File: src/rtl/uart_rx_fifo.sv
// 8N1 UART receiver with a 16-entry read FIFO popped over the register bus.
// Bit timing runs on clk from a programmable baud divider.
module uart_rx_fifo #(
    parameter int unsigned DATA_W  = 8,
    parameter int unsigned DEPTH   = 16,
    parameter int unsigned PTR_W   = 5,
    parameter logic [7:0]  RX_ADDR = 8'h01
) (
    input  logic              clk,
    input  logic              reset,
    input  logic              clr,
    input  logic              rx,
    input  logic [7:0]        baud_div,
    input  logic [7:0]        address,
    input  logic              FIFO_EN,
    output logic [DATA_W-1:0] data_out,
    output logic              data_valid,
    output logic              rd_empty,
    output logic              rd_full,
    output logic              frame_err,
    output logic              overrun,
    output logic              busy
);

    localparam int unsigned AW = PTR_W - 1;
    localparam int unsigned BW = $clog2(DATA_W);

    typedef enum logic [2:0] {
        IDLE    = 3'd0,
        START   = 3'd1,
        DATA    = 3'd2,
        STOP    = 3'd3,
        WAIT_HI = 3'd4
    } state_t;

    state_t            state;
    state_t            state_nxt;
    logic              rx_m;
    logic              rx_s;
    logic [7:0]        cnt;
    logic [7:0]        half_div;
    logic [BW-1:0]     bit_idx;
    logic [DATA_W-1:0] shreg;
    logic [PTR_W-1:0]  wr_ptr;
    logic [PTR_W-1:0]  rd_ptr;
    logic [DATA_W-1:0] mem [DEPTH];

    logic bit_tick;
    logic shift_en;
    logic push_req;
    logic ferr_set;
    logic pop;
    logic push_ok;

    wire sync_clr = reset | clr;

    assign half_div = baud_div >> 1;

    // Two-flop synchroniser; idles high so reset never fakes a start bit
    always_ff @(posedge clk) begin
        if (sync_clr) begin
            rx_m <= 1'b1;
            rx_s <= 1'b1;
        end else begin
            rx_m <= rx;
            rx_s <= rx_m;
        end
    end

    always_ff @(posedge clk) begin
        if (sync_clr) state <= IDLE;
        else          state <= state_nxt;
    end

    always_comb begin
        state_nxt = state;
        case (state)
            IDLE:    if (!rx_s) state_nxt = START;
            START:   if (cnt == half_div) state_nxt = rx_s ? IDLE : DATA;
            DATA:    if (cnt == baud_div && bit_idx == BW'(DATA_W - 1)) state_nxt = STOP;
            STOP:    if (cnt == baud_div) state_nxt = rx_s ? IDLE : WAIT_HI;
            WAIT_HI: if (rx_s) state_nxt = IDLE;
            default: state_nxt = IDLE;
        endcase
    end

    always_comb begin
        bit_tick = 1'b0;
        shift_en = 1'b0;
        push_req = 1'b0;
        ferr_set = 1'b0;
        case (state)
            START: bit_tick = (cnt == half_div);
            DATA: begin
                bit_tick = (cnt == baud_div);
                shift_en = (cnt == baud_div);
            end
            STOP: begin
                bit_tick = (cnt == baud_div);
                push_req = (cnt == baud_div) && rx_s;
                ferr_set = (cnt == baud_div) && !rx_s;
            end
            default: ;
        endcase
    end

    // Bit timer restarts on every state change and every sample point
    always_ff @(posedge clk) begin
        if (sync_clr) begin
            cnt     <= '0;
            bit_idx <= '0;
            shreg   <= '0;
        end else begin
            if (state_nxt != state || bit_tick) cnt <= '0;
            else if (state != IDLE)             cnt <= cnt + 8'd1;

            if (state == START && state_nxt == DATA) bit_idx <= '0;
            else if (shift_en)                       bit_idx <= bit_idx + BW'(1);

            if (shift_en) shreg <= {rx_s, shreg[DATA_W-1:1]};
        end
    end

    assign rd_empty = (wr_ptr == rd_ptr);
    assign rd_full  = (wr_ptr[AW-1:0] == rd_ptr[AW-1:0]) && (wr_ptr[AW] != rd_ptr[AW]);
    assign busy     = (state != IDLE);

    assign pop     = FIFO_EN && (address == RX_ADDR) && !rd_empty;
    assign push_ok = push_req && (!rd_full || pop);

    // Storage is deliberately left out of reset
    always_ff @(posedge clk) begin
        if (push_ok) mem[wr_ptr[AW-1:0]] <= shreg;
    end

    always_ff @(posedge clk) begin
        if (sync_clr) begin
            wr_ptr     <= '0;
            rd_ptr     <= '0;
            data_out   <= '0;
            data_valid <= 1'b0;
            frame_err  <= 1'b0;
            overrun    <= 1'b0;
        end else begin
            data_valid <= pop;
            if (pop) begin
                data_out <= mem[rd_ptr[AW-1:0]];
                rd_ptr   <= rd_ptr + PTR_W'(1);
            end
            if (push_ok)                       wr_ptr    <= wr_ptr + PTR_W'(1);
            if (push_req && rd_full && !pop)   overrun   <= 1'b1;
            if (ferr_set)                      frame_err <= 1'b1;
        end
    end

endmodule

File: config.mk
export PLATFORM = sky130hd
export DESIGN_NAME = uart_rx_fifo
export DESIGN_NICKNAME = d
export VERILOG_FILES = /design/src/rtl/uart_rx_fifo.sv
export SDC_FILE = /design/constraint.sdc
export NUM_CORES = 1
export LEC_CHECK = 0
export CAP_MARGIN = 20
export CORE_AREA = 5 5 136 138
export DETAILED_ROUTE_END_ITERATION = 10
export DIE_AREA = 0 0 141 143
export GPL_TIMING_DRIVEN = 0
export PLACE_DENSITY = 0.59
export SYNTH_ARGS = -nofsm -noshare
export SYNTH_HDL_FRONTEND = slang
export SYNTH_SLANG_ARGS = --single-unit
File: constraint.sdc
create_clock -name clk -period 3.9 [get_ports clk]
set_clock_uncertainty 0.05 [all_clocks]
set_input_delay 0.975 -clock clk [delete_from_list [all_inputs] [get_ports clk]]
set_output_delay 0.975 -clock clk [all_outputs]
set_load 0.02 [all_outputs]
; ---- After elaboration in Yosys (flattened, before gate mapping)
; Memory sizes are Yosys's and may differ from the RTL's. A register that Yosys moved wholly into a read port is not among the register bits.
; Cells that the tools add are included.
[totals]
ff_bits = 37
ram_bits = 128
inputBits = 21
output_inout_bits = 14
wordCells = 65
n_memories = 1
[mem_list]
columns = name, words, word_bits, rd, rd_clocked_by_memory_dff, wr, line
row1 = mem, 16, 8, 1, 1, 1, 46  ; logic [DATA_W-1:0] mem [DEPTH];
[op_classes]
n_addsub = 4
n_eq_ne = 13
n_mux = 14
n_bitwise = 1
n_reduce_logical = 21
[ops]
columns = op, n
row1 = $mux W3, 6
row2 = $pmux W3 S5, 1
row3 = $add A5 B1 Y5 const B, 2
row4 = $logic_and A1 B1 Y1, 10
row5 = $eq A3 B2 Y1 const B, 3
row6 = $add A8 B1 Y8 const B, 1
row7 = $eq A8 B1 Y1 const B, 1
row8 = $eq A8 B7 Y1, 1
row9 = $eq A8 B8 Y1, 1
row10 = $eq A3 B3 Y1 const B, 2
row11 = $reduce_or A2 Y1, 3
row12 = $eq A5 B5 Y1, 1
row13 = $mux W1, 5
row14 = $eq A4 B4 Y1, 1
row15 = $logic_not A1 Y1, 4
row16 = $add A3 B1 Y3 const B, 1
row17 = $eq A3 B1 Y1 const B, 1
row18 = $logic_not A3 Y1, 1
row19 = $ne A3 B3 Y1, 1
row20 = $reduce_bool A3 Y1, 1
row21 = $logic_or A1 B1 Y1, 2
row22 = $mux W2, 1
row23 = $pmux W1 S2, 1
row24 = $ne A1 B1 Y1, 1
row25 = $or A1 B1 Y1, 1

; ---- Depth between registers and ports, before layout
; Gate-level depths: netlist of the first run.
[depth]
ltp_word = 7
mapped_depth = 8
depth_no_buf = 5

; ---- Worst setup path before layout of the first run
; OpenSTA, ideal clock, no wires.
[synth_path]
kind = in2reg
from = input port address[2]
to = memory mem[11][0] (enable)
setup_time_ps = 385
arrival_ps = 2512
t_required_ps = 3465
slack_ps = 953
cell_stages = 5
path_buffers = 0
cell_sequence = nor4_1 and4b_1 nor3_1 nand2b_1 nor3b_1
[synth_between]
elab_chain_len = 7
[synth_lines]
columns = item, line
row1 = "start, declared", 14  ; input logic [7:0] address,
row2 = $eq A8 B1 Y1, 128  ; assign pop = FIFO_EN && (address == RX_ADDR) && !rd_empty;
row3 = $logic_and A1 B1 Y1 (2 in a row), 128
row4 = $logic_or A1 B1 Y1, 129  ; assign push_ok = push_req && (!rd_full || pop);
row5 = $logic_and A1 B1 Y1, 129
row6 = $mux W1, 133  ; if (push_ok) mem[wr_ptr[AW-1:0]] <= shreg;
row7 = $mux W1 (not written as such), 133
row8 = "end, declared", 46
; Every way passes these cells.

; ---- Worst setup path in the final report of the first run
[layout_path]
from = input port baud_div[5]
to = memory mem[8][2] (enable)
[layout_between]
elab_chain_len = 6
[layout_lines]
columns = item, line
row1 = "start, declared", 13  ; input logic [7:0] baud_div,
row2 = $eq A8 B8 Y1, 100  ; push_req = (cnt == baud_div) && rx_s;
row3 = $logic_and A1 B1 Y1, 100
row4 = $mux W1, 92  ; case (state)
row5 = $logic_and A1 B1 Y1, 129
row6 = $mux W1, 133
row7 = $mux W1 (not written as such), 133
; Every way passes these cells.

==> impl_metrics.json, run 1 <==
{
  "outcome": "complete, no violations",
  "globalRouteOverflowTotal": 0,
  "port_buffers": 34,
  "rr_worst_depth": 6,
  "maxSlewHeadroom": 0.408,
  "synth-async-reset-ratio": 0,
  "critPathLaunch": "baud_div[5]",
  "postRouteAntennaNets": 0,
  "design_area_sq_mm": 0.00834,
  "diodes": 0,
  "synth_nets": 509,
  "htree_levels": 4,
  "initial_core_util": 0.422,
  "tightest_slew_ns": 0.884,
  "grt_max_degree": 19,
  "synth_flop_cell": "edfxtp_1",
  "critPathRequiredTime_ns": 3.90,
  "worstHoldPathType": "flip-flop to flip-flop",
  "place_area_sq_mm": 0.00783,
  "drive_gt1_frac": 0.135,
  "fin_util": 0.489,
  "yosys.area.top_type": "edfxtp_1",
  "switching_share": 0.190,
  "cts_tree": "built",
  "hold_buffers": 0,
  "clock_latency_ns": 0.42,
  "grt_pass1_vias": 4242,
  "fin_crit_sh": 0.883,
  "slew_violations": 0,
  "synth_cell_type_count": 47,
  "cts_setup_buffers": 0,
  "fin_nets": 564,
  "whs_ns": 0.357,
  "reg2reg_slack_ns": 1.08,
  "io_pins": 35,
  "avgSynthCellArea_sq_um": 15.0,
  "coreArea_sq_mm": 0.0171,
  "min_period_ns": 3.44,
  "critical_path.cell_chain": "clkdlybuf4s50_1, xnor2_1, nand4_2, or4_1, nor2_1, clkbuf_1, and3_1",
  "dpl_worst_slack_ns": 0.0625,
  "p_switching_uw": 665,
  "grt_pass1_wl_mm": 23.8,
  "regToRegEndpoint": "mem[8][2]",
  "fillCellCount": 1479,
  "row_count": 48,
  "slowest_delay_ns": 0.55,
  "timing.rr.start": "cnt[0]",
  "powerDensity_mw_per_mm2": 419,
  "hold_depth": 1,
  "cts_sinks": 173,
  "synth_top_area_share": 0.534,
  "slowest_stage": "or4_1",
  "gp_congestion": 0.849,
  "hold_viol_final": 0,
  "cts_root_buf": "clkbuf_16",
  "yosysSeqAreaShare": 0.660,
  "area_growth_syn_to_layout_pct": 16.0,
  "vdd.ir_drop.worst_uv": 321,
  "p_int_uw": 2830,
  "die_area_sq_mm": 0.0202,
  "ys_warn_count": 0,
  "synth_edf_count": 128,
  "drv_cap": 0,
  "cts_resized": 0,
  "grt_usage": 0.158,
  "setup_viol": 0,
  "antenna_found_initial": 0,
  "drt_pass1_iterations": 5,
  "cp_top_family": "simple AND/OR/NAND/NOR gates",
  "netlist_instances": 480,
  "p_leak_uw": 0.00293,
  "startpoint_type": "primary input",
  "p_comb_frac": 0.013,
  "clkTransAtPathRegs_ns": 0.06,
  "critical_path_class": "primary input to flip-flop",
  "clockBufferDepth": 2,
  "die_h_microns": 143,
  "route.vias.total": 4164,
  "hold_start": "rx_m",
  "die_w_microns": 141,
  "synth.cell_area_sq_mm": 0.00719,
  "worst_slack_ns": 0.456,
  "rsz0062_at_grt": "false",
  "viasPerCell": 5.39,
  "max_freq_mhz": 290,
  "critPathBufInv": 2,
  "drt_iter0_drc": 206,
  "hpwl_mm": 10.2,
  "power_frac_clock": 0.429,
  "p_seq_frac": 0.558,
  "routed_wl_mm": 14.9,
  "tns_ns": 0,
  "worstPathArrival_ns": 3.45,
  "drc": 0,
  "path_max_fanout": 10,
  "wire_per_inst_microns": 19.3,
  "whs_endpoint": "rx_s",
  "synthTopCellsByArea": "edfxtp_1, dfxtp_1, mux4_2",
  "ys_seq_elements": 173,
  "cts_made_buffers": 17,
  "worstSetupEndpointType": "flip-flop"
}
area by class of cell:
cell class / instances / area (sq um) / area share
sequential: 173 / 4740 / 0.569
multi-input combinational: 273 / 2290 / 0.275
clock buffer: 20 / 437 / 0.0523
timing repair buffer: 36 / 350 / 0.0420
tap: 225 / 282 / 0.0337
buffer: 29 / 143 / 0.0171
clock inverter: 11 / 77.6 / 0.00930
inverter: 5 / 18.8 / 0.00225
synth_stat cells (all sizes together), types with 11 or more instances:
cell / number
xor2: 13
dfxtp: 45
mux4: 24
nor2: 31
buf: 11
edfxtp: 128
xnor2: 19
nand2: 19
and3: 13
o21ai: 18
clkbuf: 18
mux2i: 30
metal layers:
layer,share of wire,vias up,GRT usage
li1,-,1959,-
met1,0.44,2068,0.208
met2,0.47,114,0.262
met3,0.067,23,0.0365
met4,0.019,0,0.0490
met5,0,-,0
power by group through the flow:
stage	combinational [uW]	clock [uW]	sequential, uW
2_1_floorplan	18.4	0	1990
3_3_place_gp	46.7	0	1990
3_5_place_dp	47.7	0	1990
4_1_cts	47.7	1530	1950
5_1_grt	51.9	1610	1950
6_report	47.1	1500	1950
logic make-up after synthesis:
group / synth area share
adder cells (fa/ha/maj): 0.0139
buffers and inverters: 0.0224
flip-flops: 0.660
AO/OA/AOI/OAI: 0.0504
AND/OR/NAND/NOR: 0.0852
XOR/XNOR: 0.0390
multiplexers: 0.129
through the flow:
stage,total power (uW),cells
finish,3500,772
global route,3610,772
CTS,3530,771
detailed placement,2040,740
global placement,2040,739
floorplan,2010,480
layout by cell type, fill, tap and decap left out, types with 3 or more instances in the layout:
master / synthesis / routed
a21o_1: 3 / 3
a21oi_1: 8 / 8
a221oi_1: 8 / 8
a31oi_1: 10 / 10
and3_1: 12 / 12
and4_1: 3 / 3
buf_2: 5 / 6
buf_4: 3 / 3
clkbuf_1: 17 / 20
clkbuf_16: 0 / 17
clkdlybuf4s50_1: 0 / 34
clkinv_1: 0 / 6
dfxtp_1: 45 / 45
edfxtp_1: 128 / 128
ha_1: 8 / 8
inv_1: 5 / 5
mux2_2: 8 / 8
mux2i_1: 30 / 30
mux4_2: 24 / 24
nand2_1: 19 / 19
nand3_1: 8 / 8
nand4_1: 4 / 4
nor2_1: 31 / 31
nor2b_1: 6 / 6
nor3_1: 5 / 5
nor4_1: 5 / 5
o21ai_0: 18 / 18
o31ai_1: 4 / 4
or3_1: 5 / 5
or4_1: 3 / 3
xnor2_1: 19 / 19
xor2_1: 13 / 13
how the worst max path moves through the flow:
stage / depth (start not counted) / end
floorplan: 5 / mem[11][0]
CTS: 7 / mem[8][2]
global route: 7 / mem[8][7]
global placement: 6 / mem[11][6]
finish: 7 / mem[8][2]
detailed placement: 7 / mem[8][4]
state kept, by name (all words and copies together) (netlist names):
| name | count |
|---|---|
| shreg | 8 |
| frame_err | 1 |
| wr_ptr | 5 |
| rd_ptr | 5 |
| data_valid | 1 |
| state | 3 |
| data_out | 8 |
| overrun | 1 |
| bit_idx | 3 |
| rx_s | 1 |
| cnt | 8 |
| mem | 128 |
| rx_m | 1 |
(Power assumes the default switching activity.)
==> run 2: changes to the inputs <==
Settings changed: CELL_PAD_IN_SITES_DETAIL_PLACEMENT set to 0, CELL_PAD_IN_SITES_GLOBAL_PLACEMENT set to 1, PLACE_DENSITY 0.59 to 0.68.
==> run 2 against run 1 <==
  * Power increased by 1.9%
  * Flip-flop and latch count unchanged
  * Via count increased by 0.38%
  * Critical path depth did not move
  * Die area stayed put
  * Combinational power increased by 2%
  * Global-route usage rose by 0.11 points
==> impl_metrics.json, run 2 (same netlist as run 1, synthesis figures left out) <==
{
  "setup_viol": 0,
  "fin_nets": 564,
  "postRouteAntennaNets": 0,
  "powerDensity_mw_per_mm2": 426,
  "dpl_worst_slack_ns": 0.0572,
  "grt_max_degree": 19,
  "drv_cap": 0,
  "critical_path_class": "primary input to flip-flop",
  "path_max_fanout": 10,
  "rsz0062_at_grt": "false",
  "grt_pass1_wl_mm": 23.8,
  "area_growth_syn_to_layout_pct": 16.3,
  "cts_setup_buffers": 0,
  "worstPathArrival_ns": 3.40,
  "tns_ns": 0,
  "antenna_found_initial": 0,
  "cts_sinks": 173,
  "largest_reg_flops": 128,
  "cts_resized": 0,
  "grt_usage": 0.159,
  "final_common_cell": "edfxtp_1",
  "clock_latency_ns": 0.43,
  "grt_pass1_vias": 4219,
  "coreArea_sq_mm": 0.0171,
  "die_h_microns": 143,
  "initial_core_util": 0.422,
  "wire_per_inst_microns": 19.7,
  "cts_made_buffers": 17,
  "maxSlewHeadroom": 0.365,
  "final_cell_mix": "edfxtp_1, dfxtp_1, clkdlybuf4s50_1",
  "cts_tree": "built",
  "stdcell_count": 771,
  "min_period_ns": 3.39,
  "drc": 0,
  "routed_wl_mm": 15.2,
  "worst_slack_ns": 0.507,
  "row_count": 48,
  "worstSetupEndpointType": "flip-flop",
  "io_pins": 35,
  "worstHoldPathType": "flip-flop to flip-flop",
  "drt_pass1_iterations": 4,
  "viasPerCell": 5.42,
  "route.vias.total": 4180,
  "clockBufferDepth": 2,
  "hpwl_mm": 10.2,
  "vdd.ir_drop.worst_uv": 310,
  "outcome": "complete, no violations",
  "startpoint_type": "primary input",
  "critPathRequiredTime_ns": 3.91,
  "max_freq_mhz": 295,
  "die_area_sq_mm": 0.0202,
  "port_buffers": 34,
  "whs_ns": 0.367,
  "slew_violations": 0,
  "globalRouteOverflowTotal": 0,
  "diodes": 0,
  "htree_levels": 4,
  "p_leak_uw": 0.00294,
  "drive_gt1_frac": 0.139,
  "placed_cells": 740,
  "fin_crit_sh": 0.870,
  "die_w_microns": 141,
  "hold_viol_final": 0,
  "place_area_sq_mm": 0.00783,
  "design_area_sq_mm": 0.00837,
  "clkTransAtPathRegs_ns": 0.06,
  "tightest_slew_ns": 0.949,
  "hold_buffers": 0,
  "gp_congestion": 0.799,
  "drt_iter0_drc": 224,
  "cts_root_buf": "clkbuf_16"
}
-- run 2: area by class of cell --
class | instances | area [sq um]
fillers | 1497 | 8690
plain buffers | 29 | 143
repair buffers | 36 | 353
clock buffers | 19 | 433
well taps | 225 | 282
inverters | 5 | 18.8
flip-flops and latches | 173 | 4740
clock inverters | 11 | 103
multi-input cells | 273 | 2290
-- run 2: per-stage QoR --
step                      power [uW]  utilization
after floorplan                 2010            -
after global placement          2040        0.458
after detailed placement        2040        0.459
after CTS                       3580        0.490
after global routing            3670        0.491
final                           3560        0.491
-- run 2: final timing paths --
path,start,to,slack [ns],cells past startpoint
setup reg to reg,cnt[0],mem[13][1],1.12,6
setup / recovery,baud_div[5],mem[13][1],0.51,7
hold / removal,rx_m,rx_s,0.37,1
hold reg to reg,rx_m,rx_s,0.37,1
-- run 2: critical path, cell delays in order --
cell,delay [ns]
clkdlybuf4s50_1,0.52
xnor2_1,0.14
nand4_2,0.19
or4_1,0.53
nor2_1,0.21
clkbuf_1,0.28
and3_1,0.55
-- run 2: where the power goes --
part,switching [uW],internal (uW)
sequential,0.299,1950
clock,646,920
combinational,22.1,25.8
total,669,2900
-- run 2: layer usage --
metal  vias up  wire (microns)  global-route usage
met5         -               0                   0
met4         0             182              0.0459
met3        14             795              0.0422
met2       113            7350               0.261
met1      2095            6880               0.210
li1       1958               -                   -
==> run 3: changes to the inputs <==
Settings changed: CORE_AREA 5 5 136 138 to 5 5 141 143, DIE_AREA 0 0 141 143 to 0 0 146 148, PLACE_DENSITY 0.68 to not set, PLACE_DENSITY_LB_ADDON set to 0.1.
==> run 3 against run 2 <==
  * First-iteration DRC count up 17%
  * Wire length up 5.6%
  * Maximum frequency down 1.6%
  * Non-clock buffer count down 1
  * Sequential power about the same
  * Register-to-register slack worse by 0.06 ns
  * Final area up 0.85%
  * Largest cell class unchanged
==> impl_metrics.json, run 3 (same netlist as run 1, synthesis figures left out) <==
{
  "grt.met3_usage": 0.0377,
  "final_cell_mix": "edfxtp_1, dfxtp_1, clkdlybuf4s50_1",
  "grt_max_degree": 19,
  "rsz0062_at_grt": "false",
  "critPathBufInv": 2,
  "setup_viol": 0,
  "grt_pass1_vias": 4341,
  "slowest_delay_ns": 0.55,
  "use_met1": 0.204,
  "cp_top_family": "simple AND/OR/NAND/NOR gates",
  "drt_pass1_iterations": 4,
  "switching_share": 0.195,
  "globalRouteMet2Util": 0.261,
  "globalRouteOverflowTotal": 0,
  "htree_levels": 4,
  "gp_congestion": 0.758,
  "multi_input_area_sq_mm": 0.00230,
  "cts_made_buffers": 17,
  "cts_root_buf": "clkbuf_16",
  "worstSetupEndpointType": "flip-flop",
  "maxSlewHeadroom": 0.343,
  "grt_pass1_wl_mm": 25.0,
  "cts_resized": 0,
  "row_count": 50,
  "postRouteAntennaNets": 0,
  "routed_wl_mm": 16.1,
  "tightest_slew_ns": 0.983,
  "drive_gt1_frac": 0.148,
  "path_max_fanout": 10,
  "hold_viol_final": 0,
  "wire_per_inst_microns": 20.6,
  "cts_sinks": 173,
  "io_pins": 35,
  "p_switching_uw": 722,
  "cts_setup_buffers": 0,
  "p_leak_uw": 0.00296,
  "drv_cap": 0,
  "worstPathArrival_ns": 3.45,
  "slew_violations": 0,
  "viasPerCell": 5.27,
  "final_common_cell": "edfxtp_1",
  "hold_buffers": 0,
  "die_h_microns": 148,
  "busiest_layer": "met2",
  "slowest_stage": "and3_1",
  "worst_slack_ns": 0.452,
  "die_area_sq_mm": 0.0216,
  "p_comb_frac": 0.013,
  "hpwl_mm": 10.8,
  "powerDensity_mw_per_mm2": 439,
  "critical_path.cell_chain": "clkdlybuf4s50_1, xnor2_1, nand4_2, or4_1, nor2_1, clkbuf_1, and3_1",
  "outcome": "complete, no violations",
  "grt_usage": 0.154,
  "port_buffers": 34,
  "critPathRequiredTime_ns": 3.90,
  "route.vias.total": 4112,
  "clock_latency_ns": 0.42,
  "vdd.ir_drop.worst_uv": 267,
  "largest_reg_flops": 128,
  "antenna_found_initial": 0,
  "critical_path_class": "primary input to flip-flop",
  "min_period_ns": 3.45,
  "coreArea_sq_mm": 0.0185,
  "die_w_microns": 146,
  "drc": 0,
  "seq_area_sq_mm": 0.00474,
  "p_int_uw": 2980,
  "fin_nets": 563,
  "clockBufferDepth": 2,
  "cts_tree": "built",
  "dpl_worst_slack_ns": 0.0161,
  "max_freq_mhz": 290,
  "fillCellCount": 1650,
  "fin_crit_sh": 0.884,
  "clkTransAtPathRegs_ns": 0.06,
  "initial_core_util": 0.390,
  "area_growth_syn_to_layout_pct": 17.3,
  "diodes": 0,
  "worstHoldPathType": "flip-flop to flip-flop",
  "power_frac_clock": 0.461,
  "p_seq_frac": 0.526,
  "drt_iter0_drc": 261,
  "startpoint_type": "primary input",
  "power_uw": 3700
}
-- run 3: layout make-up --
| class | instances | share of cell area |
|---|---|---|
| Timing Repair Buffer | 35 | 0.0409 |
| Buffer | 29 | 0.0169 |
| Clock buffer | 17 | 0.0504 |
| Clock inverter | 15 | 0.0205 |
| Sequential cell | 173 | 0.562 |
| Inverter | 5 | 0.00222 |
| Multi-Input combinational cell | 273 | 0.272 |
| Tap cell | 234 | 0.0347 |
-- run 3: worst register-to-register path, delay by kind of cell, from the launching register on --
family,cells,cell delay [ns]
simple gates,4,1.51
flops,1,0.45
buf+inv,1,0.32
xor+xnor,1,0.16
-- run 3: path summary, 6_finish.rpt --
path | from | end | depth (start not counted) | slack [ns]
min reg2reg | rx_m | rx_s | 1 | 0.36
min | rx_m | rx_s | 1 | 0.36
max reg2reg | cnt[0] | mem[13][2] | 6 | 1.06
max | baud_div[5] | mem[13][2] | 7 | 0.45
-- run 3: routing by layer --
| layer | routed length, microns | part of all wire | up-vias |
|---|---|---|---|
| met5 | 0 | 0 | - |
| met4 | 144 | 0.0090 | 0 |
| met3 | 600 | 0.037 | 12 |
| met2 | 7770 | 0.48 | 77 |
| met1 | 7550 | 0.47 | 2069 |
| li1 | - | - | 1954 |
-- run 3: per-stage QoR --
stage / util / setup TNS, ns / instance area, sq um / std cells / hold slack (ns)
floorplan: - / 0 / 7190 / 480 / 0.334
global placement: 0.424 / -4.77 / 7830 / 748 / 0.340
detailed placement: 0.425 / 0 / 7840 / 748 / 0.349
CTS: 0.457 / 0 / 8430 / 780 / 0.364
global route: 0.457 / 0 / 8440 / 781 / 0.394
finish: 0.457 / 0 / 8440 / 781 / 0.359
-- run 3: power groups by stage --
stage          registers [uW]  logic [uW]  clock network [uW]
2_1_floorplan            1990        18.4                   0
6_report                 1950        47.9                1710
5_1_grt                  1950        52.1                1810
3_3_place_gp             1990        48.4                   0
3_5_place_dp             1990        48.7                   0
4_1_cts                  1950        48.9                1740
